**config.mk**
```make
export PLATFORM = sky130hd
export DESIGN_NAME = rx_packet_builder
export DESIGN_NICKNAME = d
export VERILOG_FILES = /design/src/rtl/rx_packet_builder.sv
export SDC_FILE = /design/constraint.sdc
export NUM_CORES = 1
export LEC_CHECK = 0
export CAP_MARGIN = 15
export CELL_PAD_IN_SITES_DETAIL_PLACEMENT = 2
export CELL_PAD_IN_SITES_GLOBAL_PLACEMENT = 2
export CORE_MARGIN = 2
export CORE_UTILIZATION = 19
export CTS_CLUSTER_DIAMETER = 80
export DETAILED_ROUTE_END_ITERATION = 6
export GPL_ROUTABILITY_DRIVEN = 0
export PLACE_DENSITY_LB_ADDON = 0.25
export SYNTH_ARGS = -nofsm -noshare
export SYNTH_HDL_FRONTEND = slang
export SYNTH_SLANG_ARGS = --single-unit
```
**constraint.sdc**
```tcl
create_clock -name rxclk -period 4 [get_ports rxclk]
set_input_delay 0.8 -clock rxclk [delete_from_list [all_inputs] [get_ports rxclk]]
set_output_delay 0.8 -clock rxclk [all_outputs]
set_load 0.05 [all_outputs]
```
**src/rtl/rx_packet_builder.sv**
```systemverilog
`default_nettype none
// ============================================================================
// Module   : rx_packet_builder
// Purpose  : Round-robin receive packetizer. Scans the data-channel FIFOs and
//            the command-reply FIFO and writes fixed 256-word packets
//            (2-word header, 2-word timestamp, 252-word payload) into the
//            USB FIFO. All logic runs in the rxclk domain.
// Revision : 1.0 - initial release
// ============================================================================
module rx_packet_builder #(
    parameter int NUM_CHAN = 1
) (
    input  logic              rxclk,
    input  logic              reset,
    input  logic [31:0]       adctime,
    input  logic [3:0]        channels,
    input  logic [15:0]       chan_fifodata,
    input  logic [NUM_CHAN:0] chan_empty,
    input  logic [9:0]        chan_usedw,
    input  logic              have_space,
    input  logic [31:0]       rssi_0,
    input  logic [31:0]       rssi_1,
    input  logic [31:0]       rssi_2,
    input  logic [31:0]       rssi_3,
    input  logic [1:0]        underrun,
    output logic [3:0]        rd_select,
    output logic              chan_rdreq,
    output logic              WR,
    output logic [15:0]       fifodata,
    output logic [7:0]        debugbus
);

    // Source index of the command channel and fixed packet geometry
    localparam logic [3:0] CMD_SEL       = 4'(NUM_CHAN);
    localparam logic [9:0] PAYLOAD_WORDS = 10'd252;
    localparam logic [7:0] LAST_WORD     = 8'd251;
    localparam logic [8:0] PAYLOAD_BYTES = 9'd504;

    typedef enum logic [2:0] {
        IDLE    = 3'd0,
        HDR1    = 3'd1,
        HDR2    = 3'd2,
        TS_LO   = 3'd3,
        TS_HI   = 3'd4,
        FORWARD = 3'd5
    } state_t;

    state_t      state;
    logic [7:0]  word_cnt;
    logic [31:0] ts_latch;

    logic        is_cmd;
    logic        data_eligible;
    logic        cmd_has_word;
    logic        src_ready;
    logic [3:0]  next_sel;
    logic [5:0]  sel_rssi;
    logic        sel_underrun;
    logic [4:0]  sel_chan;
    logic [15:0] hdr_word0;
    logic [15:0] hdr_word1;
    logic [15:0] fwd_word;

    // Source classification and readiness of the currently selected source
    assign is_cmd        = (rd_select == CMD_SEL);
    assign data_eligible = (rd_select < channels) && (rd_select < CMD_SEL);
    assign cmd_has_word  = !chan_empty[NUM_CHAN];
    assign src_ready     = is_cmd ? cmd_has_word
                                  : (data_eligible && (chan_usedw >= PAYLOAD_WORDS));
    assign next_sel      = is_cmd ? 4'd0 : (rd_select + 4'd1);

    // Per-source header fields; the command channel reports no RSSI/underrun
    always_comb begin
        sel_rssi     = 6'd0;
        sel_underrun = 1'b0;
        if (!is_cmd) begin
            case (rd_select)
                4'd0:    sel_rssi = rssi_0[5:0];
                4'd1:    sel_rssi = rssi_1[5:0];
                4'd2:    sel_rssi = rssi_2[5:0];
                4'd3:    sel_rssi = rssi_3[5:0];
                default: sel_rssi = 6'd0;
            endcase
            case (rd_select)
                4'd0:    sel_underrun = underrun[0];
                4'd1:    sel_underrun = underrun[1];
                default: sel_underrun = 1'b0;
            endcase
        end
    end

    assign sel_chan  = is_cmd ? 5'h1F : {1'b0, rd_select};
    // {overrun, underrun, dropped, burst, rssi, chan}
    assign hdr_word0 = {1'b0, sel_underrun, 1'b0, 2'b11, sel_rssi, sel_chan};
    // {mbz, tag, payload_len}
    assign hdr_word1 = {3'b000, 4'h0, PAYLOAD_BYTES};

    // Command packets are zero-padded once the reply FIFO runs dry
    assign fwd_word   = (is_cmd && !cmd_has_word) ? 16'h0000 : chan_fifodata;
    assign chan_rdreq = (state == FORWARD) && (!is_cmd || cmd_has_word);

    assign debugbus = {state, rd_select, WR};

    // Packet sequencer: scan sources in IDLE, then emit 256 back-to-back words
    always_ff @(posedge rxclk) begin
        if (reset) begin
            state     <= IDLE;
            rd_select <= 4'd0;
            WR        <= 1'b0;
            fifodata  <= 16'h0000;
            word_cnt  <= 8'd0;
            ts_latch  <= 32'd0;
        end else begin
            case (state)
                IDLE: begin
                    WR       <= 1'b0;
                    word_cnt <= 8'd0;
                    if (src_ready && have_space) begin
                        state    <= HDR1;
                        ts_latch <= adctime;
                    end else begin
                        rd_select <= next_sel;
                    end
                end
                HDR1: begin
                    WR       <= 1'b1;
                    fifodata <= hdr_word0;
                    state    <= HDR2;
                end
                HDR2: begin
                    WR       <= 1'b1;
                    fifodata <= hdr_word1;
                    state    <= TS_LO;
                end
                TS_LO: begin
                    WR       <= 1'b1;
                    fifodata <= ts_latch[15:0];
                    state    <= TS_HI;
                end
                TS_HI: begin
                    WR       <= 1'b1;
                    fifodata <= ts_latch[31:16];
                    state    <= FORWARD;
                end
                FORWARD: begin
                    WR       <= 1'b1;
                    fifodata <= fwd_word;
                    if (word_cnt == LAST_WORD) begin
                        state     <= IDLE;
                        word_cnt  <= 8'd0;
                        rd_select <= next_sel;
                    end else begin
                        word_cnt <= word_cnt + 8'd1;
                    end
                end
                default: begin
                    state <= IDLE;
                    WR    <= 1'b0;
                end
            endcase
        end
    end

    // Input bits that carry no information for this block
    logic unused_ok;
    assign unused_ok = &{1'b0, chan_empty[NUM_CHAN-1:0], rssi_0[31:6],
                         rssi_1[31:6], rssi_2[31:6], rssi_3[31:6]};

endmodule
`default_nettype wire

```
# Word-level counts from Yosys, hierarchy flattened
# Cells that the tools add are included.
# Widths: inputs -> output; s select.
dict set report totals {
  register_bits 64
  out_inout_bits 30
  word_cells 57
  in_bits 197
}
dict set report op_classes {
  n_eq_ne 12
  reduce_logical 16
  addsub 2
  order_cmp 3
  muxes 18
}
# cell n
set ops {}
lappend ops {{$pmux 16 s5} 1}
lappend ops {{$pmux 3 s6} 1}
lappend ops {{$pmux 6 s3} 1}
lappend ops {{$mux 16} 1}
lappend ops {{$pmux 8 s2} 1}
lappend ops {{$mux 4} 3}
lappend ops {{$ge 10x8->1 const B} 1}
lappend ops {{$add 8x1->8 const B} 1}
lappend ops {{$eq 4x2->1 const B} 2}
lappend ops {{$eq 8x8->1 const B} 1}
lappend ops {{$mux 8} 1}
lappend ops {{$pmux 4 s2} 1}
lappend ops {{$eq 3x2->1 const B} 2}
lappend ops {{$eq 3x3->1 const B} 2}
lappend ops {{$mux 3} 2}
lappend ops {{$mux 6} 1}
lappend ops {{$logic_and 1x1->1} 5}
lappend ops {{$mux 5} 1}
lappend ops {{$reduce_bool 5->1} 1}
lappend ops {{$reduce_or 5->1} 1}
lappend ops {{$add 4x1->4 const B} 1}
lappend ops {{$eq 4x1->1 const B} 1}
lappend ops {{$logic_not 4->1} 1}
lappend ops {{$lt 4x1->1 const B} 1}
lappend ops {{11 further kinds} 17}

# Depth between registers and ports, before layout
# Gate-level depths: netlist of the first run.
dict set report logic_depth {
  ltp_word 7
  ltp_mapped 8
  mapped_depth_nobuf 7
}

# Worst setup path before layout of the first run
# No wires, ideal clock.
dict set report synth_timing {
  kind {register to output}
  from {reg rd_select[3]}
  to {out chan_rdreq}
  setup_slack_ns 1.450
  path_stages_with_launch 5
  arrival_ns 1.750
  required_ns 3.200
  n_path_buf 2
  cell_sequence {dfxtp_1 -> clkbuf_1 -> nor4b_2 -> a21oi_2 -> buf_2}
}
dict set report synth_between {
  elab_chain_cells 4
}
# item line
set synth_rtl {}
lappend synth_rtl {{from (decl)} 26} ;# output logic [3:0] rd_select,
lappend synth_rtl {{from (signal assigned)} 122} ;# rd_select <= next_sel;
lappend synth_rtl {{from (signal assigned)} 151} ;# rd_select <= next_sel;
lappend synth_rtl {{$eq 4x1->1} 65} ;# assign is_cmd = (rd_select == CMD_SEL);
lappend synth_rtl {{$logic_not 1->1} 100} ;# assign chan_rdreq = (state == FORWARD) && (!is_cmd || cmd_has_word);
lappend synth_rtl {{$logic_or 1x1->1} 100}
lappend synth_rtl {{$logic_and 1x1->1} 100}
lappend synth_rtl {{to (decl)} 27} ;# output logic chan_rdreq,
# No other way between the ends.

# Worst setup path in the final report of the first run
dict set report layout_timing {
  from {reg rd_select[1]}
  to {out debugbus[2]}
}
# item line
set layout_lines {}
lappend layout_lines {{to (decl)} 30} ;# output logic [7:0] debugbus
# No word-level cell between the ends.

==> results.toml, run 1 <==
[cts]
cts_tree = "built"
htree_levels = 3
clk_pin_slew_worst_paths_ps = 60
post_cts_resized = 0
cts_buffers = 9
cts_sinks = 64
hold_buffers = 0
cts_buffer_depth = 2
postCtsSetupBuffers = 0
clkLatencyLatePin_ps = 340
cts_root_buffer = "clkbuf_16"

[final_layout]
finalNetCount = 707
diodes = 0
finish.utilization = 0.287
syn2layout_area_growth_pct = 48.2
fillerInstances = 1984
layout-drive-gt1-share = 0.0900

[route]
ant_nets = 0
vias = 3600
drtIter0Drc = 193
viasPerCell = 4.89
drcViolationCount = 0
wl_um = 14000
firstDrtPassIters = 4
wl_per_cell_um = 19.0

[floorplan]
die_h_um = 136
io_pins = 227
fp.coreArea_um2 = 17200
die_area_um2 = 18600
num_rows = 48
fp.dieW_um = 136
start_util = 0.194

[critical_path]
cp.required_ps = 3200
crit_buf_inv = 1
worstSetupPathType = "reg2out"
endpoint_kind = "output port"
start_kind = "flop"
critical_path.slowest_cell = "clkdlybuf4s50_1"
arrival_ps = 2140
crit_path_max_incr_delay_ps = 950
crit_family = "buffers and inverters"
cp_cell_sequence = "clkdlybuf4s50_1"
worstPathMaxFanout = 19

[hold_path]
hold_path_class = "reg2reg"

[sta]
rsz0062_at_grt = "no"
final-hold-violation-count = 0
timing.fmax_ghz = 0.340
period_minus_slack_ps = 2940
setup_viol = 0
fin_tns_setup_ps = 0
drv_slew = 0
timing.slew.headroom = 0.429
finalWorstSetupSlack_ps = 1060
clock_skew_ps = 6.03
tightestPinTransition_ps = 856
finalCritPeriodShare = 0.734

[global_route]
grt_max_degree = 43
grtUsageTotal = 0.156
grt_pass1_wl_um = 21900
grt-ovfl-total = 0
antenna_found_initial = 0
grt_pass1_vias = 3959

[logic_synthesis]
synth_top_area_frac = 0.385
synth_area_leaders = "dfxtp_1 39%, a21oi_1 9.0%, nand4_1 6.4%"
synthArstFlopShare = 0
synthCells = 414
synth_edf_count = 0
ys.warnings.count = 0
netlist_top_cells_count = "64 x dfxtp_1, 60 x a21oi_1, 41 x o21ai_1, 34 x nand4_1, 30 x nor2_1"
syn-num-nets = 615
synth_top_area_cell = "dfxtp_1"
synth-main-ff-cell = "dfxtp_1"
yosysSeqAreaShare = 0.385
synth.distinct_cells = 48
syn_area_per_cell_um2 = 8.03
syn-cell-area_um2 = 3320
yosysMostFrequentCell = "dfxtp_1"
ys_seq_elements = 64

[outcome]
status = "finished, final reports clean"

[power_and_ir_drop]
p_int_w = 0.00182
leakagePower_nw = 1.66
clkPwrFrac = 0.248
switching_share = 0.448
irDropWorstVdd_v = 0.000223
power.share.sequential = 0.263
powerDensity_nw_per_um2 = 668
p_sw_w = 0.00148
power_frac_comb = 0.489

[placement]
place_ws_ps = 941
dp_hpwl_um = 10200
numPortBuffers = 112

[job]
max_cap_viol_count = 0
layer usage:
metal	wire, um	track usage	vias to the layer above
li1	-	-	1731
met1	6130	0.187	1795
met2	7250	0.281	66
met3	441	0.0302	8
met4	150	0.0422	0
met5	0	0	-
layout by cell type (no fill, tap or decap), types with 4 or more instances in the layout:
cell / n
a21oi_1: 60
a221oi_1: 5
a222oi_1: 4
a22o_1: 6
a22oi_1: 6
a2bb2oi_1: 4
a311oi_1: 5
a31oi_1: 4
buf_4: 15
clkbuf_16: 9
clkdlybuf4s50_1: 110
clkinvlp_4: 4
dfxtp_1: 64
ha_1: 4
inv_1: 6
mux2_2: 6
nand2_1: 25
nand2b_1: 4
nand3_1: 5
nand4_1: 34
nor2_1: 30
nor2b_1: 5
nor3_1: 9
o21ai_0: 8
o21ai_1: 41
cells by family after synthesis:
kind of cell    share of synthesized area
compound gates                      0.292
xor+xnor                          0.00791
fa+ha+maj                          0.0151
buf+inv                            0.0700
flops                               0.385
mux                                0.0267
simple gates                        0.203
sequential cells by signal, indices dropped and copies added, names as in the netlist:
signal / cells
rd_select: 4
state: 3
fifodata: 16
WR: 1
ts_latch: 32
word_cnt: 8
tightest hold or removal path: stages, from the launching register on:
cell and delay (ps):
dfxtp_1 310, nand2_1 50, o21ai_1 50
power by group through the flow:
| stage | sequential [W] | combinational (W) | clock [W] |
|---|---|---|---|
| global placement | 0.000874 | 0.00160 | 0 |
| detailed placement | 0.000882 | 0.00163 | 0 |
| CTS | 0.000869 | 0.00163 | 0.000839 |
| global route | 0.000884 | 0.00176 | 0.000868 |
| finish | 0.000867 | 0.00161 | 0.000816 |
| floorplan | 0.00107 | 0.000854 | 0 |
metrics by stage:
stage / instance area [um2] / std cells / total power [W] / hold slack, ps
global placement: 4620 / 720 / 0.00248 / 441
floorplan: 3320 / 414 / 0.00192 / 449
detailed placement: 4620 / 720 / 0.00251 / 453
CTS: 4930 / 736 / 0.00334 / 461
global route: 4930 / 736 / 0.00351 / 485
finish: 4930 / 736 / 0.00329 / 454
area by class of cell:
cell class,count,area (um2),share of cell area
multi-input combinational,299,1820,0.368
inverter,6,22.5,0.00457
timing repair buffer,126,1220,0.247
tap,225,282,0.0571
clock inverter,6,68.8,0.0140
sequential,64,1280,0.260
clock buffer,10,239,0.0485
path summary, 6_finish.rpt:
kind	start	to	slack [ps]	cells after the start
min reg2reg	fifodata[13]	fifodata[13]	450	2
max reg2reg	state[2]	ts_latch[1]	1200	6
min	fifodata[13]	fifodata[13]	450	2
max	rd_select[1]	debugbus[2]	1060	1
Note: power is estimated with default switching activity, not from simulation.
==> inputs of run 2 (changes only) <==
--- a/config.mk
+++ b/config.mk
@@ -9,7 +9,7 @@
 export CELL_PAD_IN_SITES_DETAIL_PLACEMENT = 2
 export CELL_PAD_IN_SITES_GLOBAL_PLACEMENT = 2
 export CORE_MARGIN = 2
-export CORE_UTILIZATION = 19
+export CORE_UTILIZATION = 16
 export CTS_CLUSTER_DIAMETER = 80
 export DETAILED_ROUTE_END_ITERATION = 6
 export GPL_ROUTABILITY_DRIVEN = 0
==> constraint.sdc (replaced) <==
create_clock -name rxclk -period 2.4 [get_ports rxclk]
set_input_delay 0.48 -clock rxclk [delete_from_list [all_inputs] [get_ports rxclk]]
set_output_delay 0.48 -clock rxclk [all_outputs]
set_load 0.05 [all_outputs]
==> results.toml, run 2 (same netlist as run 1, synthesis figures left out) <==
[critical_path]
endpoint_kind = "output port"
start_kind = "flop"
arrival_ps = 1780
worstSetupPathType = "reg2out"
cp.required_ps = 1920
worstPathMaxFanout = 17

[final_layout]
fin_area_um2 = 5110
reg.largest.list = "ts_latch x32, fifodata x16, word_cnt x8"
largest_register = "ts_latch"
diodes = 0
fillerInstances = 2347
final_common_cell = "clkdlybuf4s50_1"
finalNetCount = 719
syn2layout_area_growth_pct = 53.7
finish.utilization = 0.252
largest_register_ffs = 32
layout_common_cells = "103 x clkdlybuf4s50_1, 64 x dfxtp_1, 60 x a21oi_1"
layout-drive-gt1-share = 0.123

[global_route]
grt_pass1_vias = 4002
grt-ovfl-total = 0
grt_pass1_wl_um = 22800
grtUsageTotal = 0.135
antenna_found_initial = 0
grt_max_degree = 34

[route]
wl_um = 14500
drcViolationCount = 0
drtIter0Drc = 191
vias = 3599
wl_per_cell_um = 18.3
firstDrtPassIters = 5
viasPerCell = 4.54
ant_nets = 0

[job]
max_cap_viol_count = 0

[hold_path]
hold_path_class = "reg2reg"

[power_and_ir_drop]
leakagePower_nw = 1.76
irDropWorstVdd_v = 0.000417
finalPower_w = 0.00565
powerDensity_nw_per_um2 = 1110

[floorplan]
fp.coreArea_um2 = 20300
die_h_um = 148
die_area_um2 = 21900
num_rows = 52
fp.dieW_um = 148
start_util = 0.164
io_pins = 227

[cts]
cts_buffers = 9
postCtsSetupBuffers = 0
cts_sinks = 64
cts_root_buffer = "clkbuf_16"
hold_buffers = 0
clk_pin_slew_worst_paths_ps = 60
htree_levels = 3
post_cts_resized = 0
clkLatencyLatePin_ps = 340
cts_buffer_depth = 2
cts_tree = "built"

[sta]
drv_slew = 0
setup_viol = 0
rsz0062_at_grt = "no"
final-hold-violation-count = 0
timing.fmax_ghz = 0.443
tightestPinTransition_ps = 694
clock_skew_ps = 6.49
timing.slew.headroom = 0.535
finalCritPeriodShare = 0.941
period_minus_slack_ps = 2260

[placement]
post_dp_cell_area_um2 = 4800
numPortBuffers = 112
dp_hpwl_um = 10900

[outcome]
status = "finished, final reports clean"
## run 2: critical path, stage by stage (launching register included)
cell	delay, ps
dfxtp_1	590
nor4b_2	400
a21oi_2	130
buf_12	170
buf_12	150
## run 2: metal layers
layer	part of all wire	track usage	wire, um	up-vias
met5	0	0	0	-
li1	-	-	-	1753
met1	0.49	0.186	7080	1738
met3	0.056	0.0264	812	12
met4	0.013	0.0414	182	0
met2	0.44	0.212	6440	96
## run 2: through the flow
step	hold slack (ps)	setup slack [ps]	TNS, ps	instances
after floorplan	449	97.9	0	414
after global placement	447	-156	-2880	777
after detailed placement	445	-178	-3710	777
after CTS	466	114	0	792
after global routing	490	23.8	0	792
final	460	141	0	792
## run 2: worst paths after layout
path	startpoint	end	slack, ps	depth (start not counted)
worst max-delay path	rd_select[0]	chan_rdreq	140	4
worst min-delay path	fifodata[0]	fifodata[0]	460	2
worst max register to register	rd_select[1]	ts_latch[0]	310	7
worst min register to register	fifodata[0]	fifodata[0]	460	2
## run 2: layout make-up
cell class,instances,area [um2],share of cell area
multi-input cells,299,1820,0.355
repair buffers,138,1340,0.263
flip-flops and latches,64,1280,0.251
well taps,270,338,0.0661
clock buffers,9,225,0.0441
clock inverters,6,85.1,0.0167
inverters,6,22.5,0.00441
## run 2: where the power goes
part / internal [W] / switching [W]
combinational: 0.000996 / 0.00178
clock: 0.000899 / 0.000499
sequential: 0.00128 / 0.000198
total: 0.00318 / 0.00248
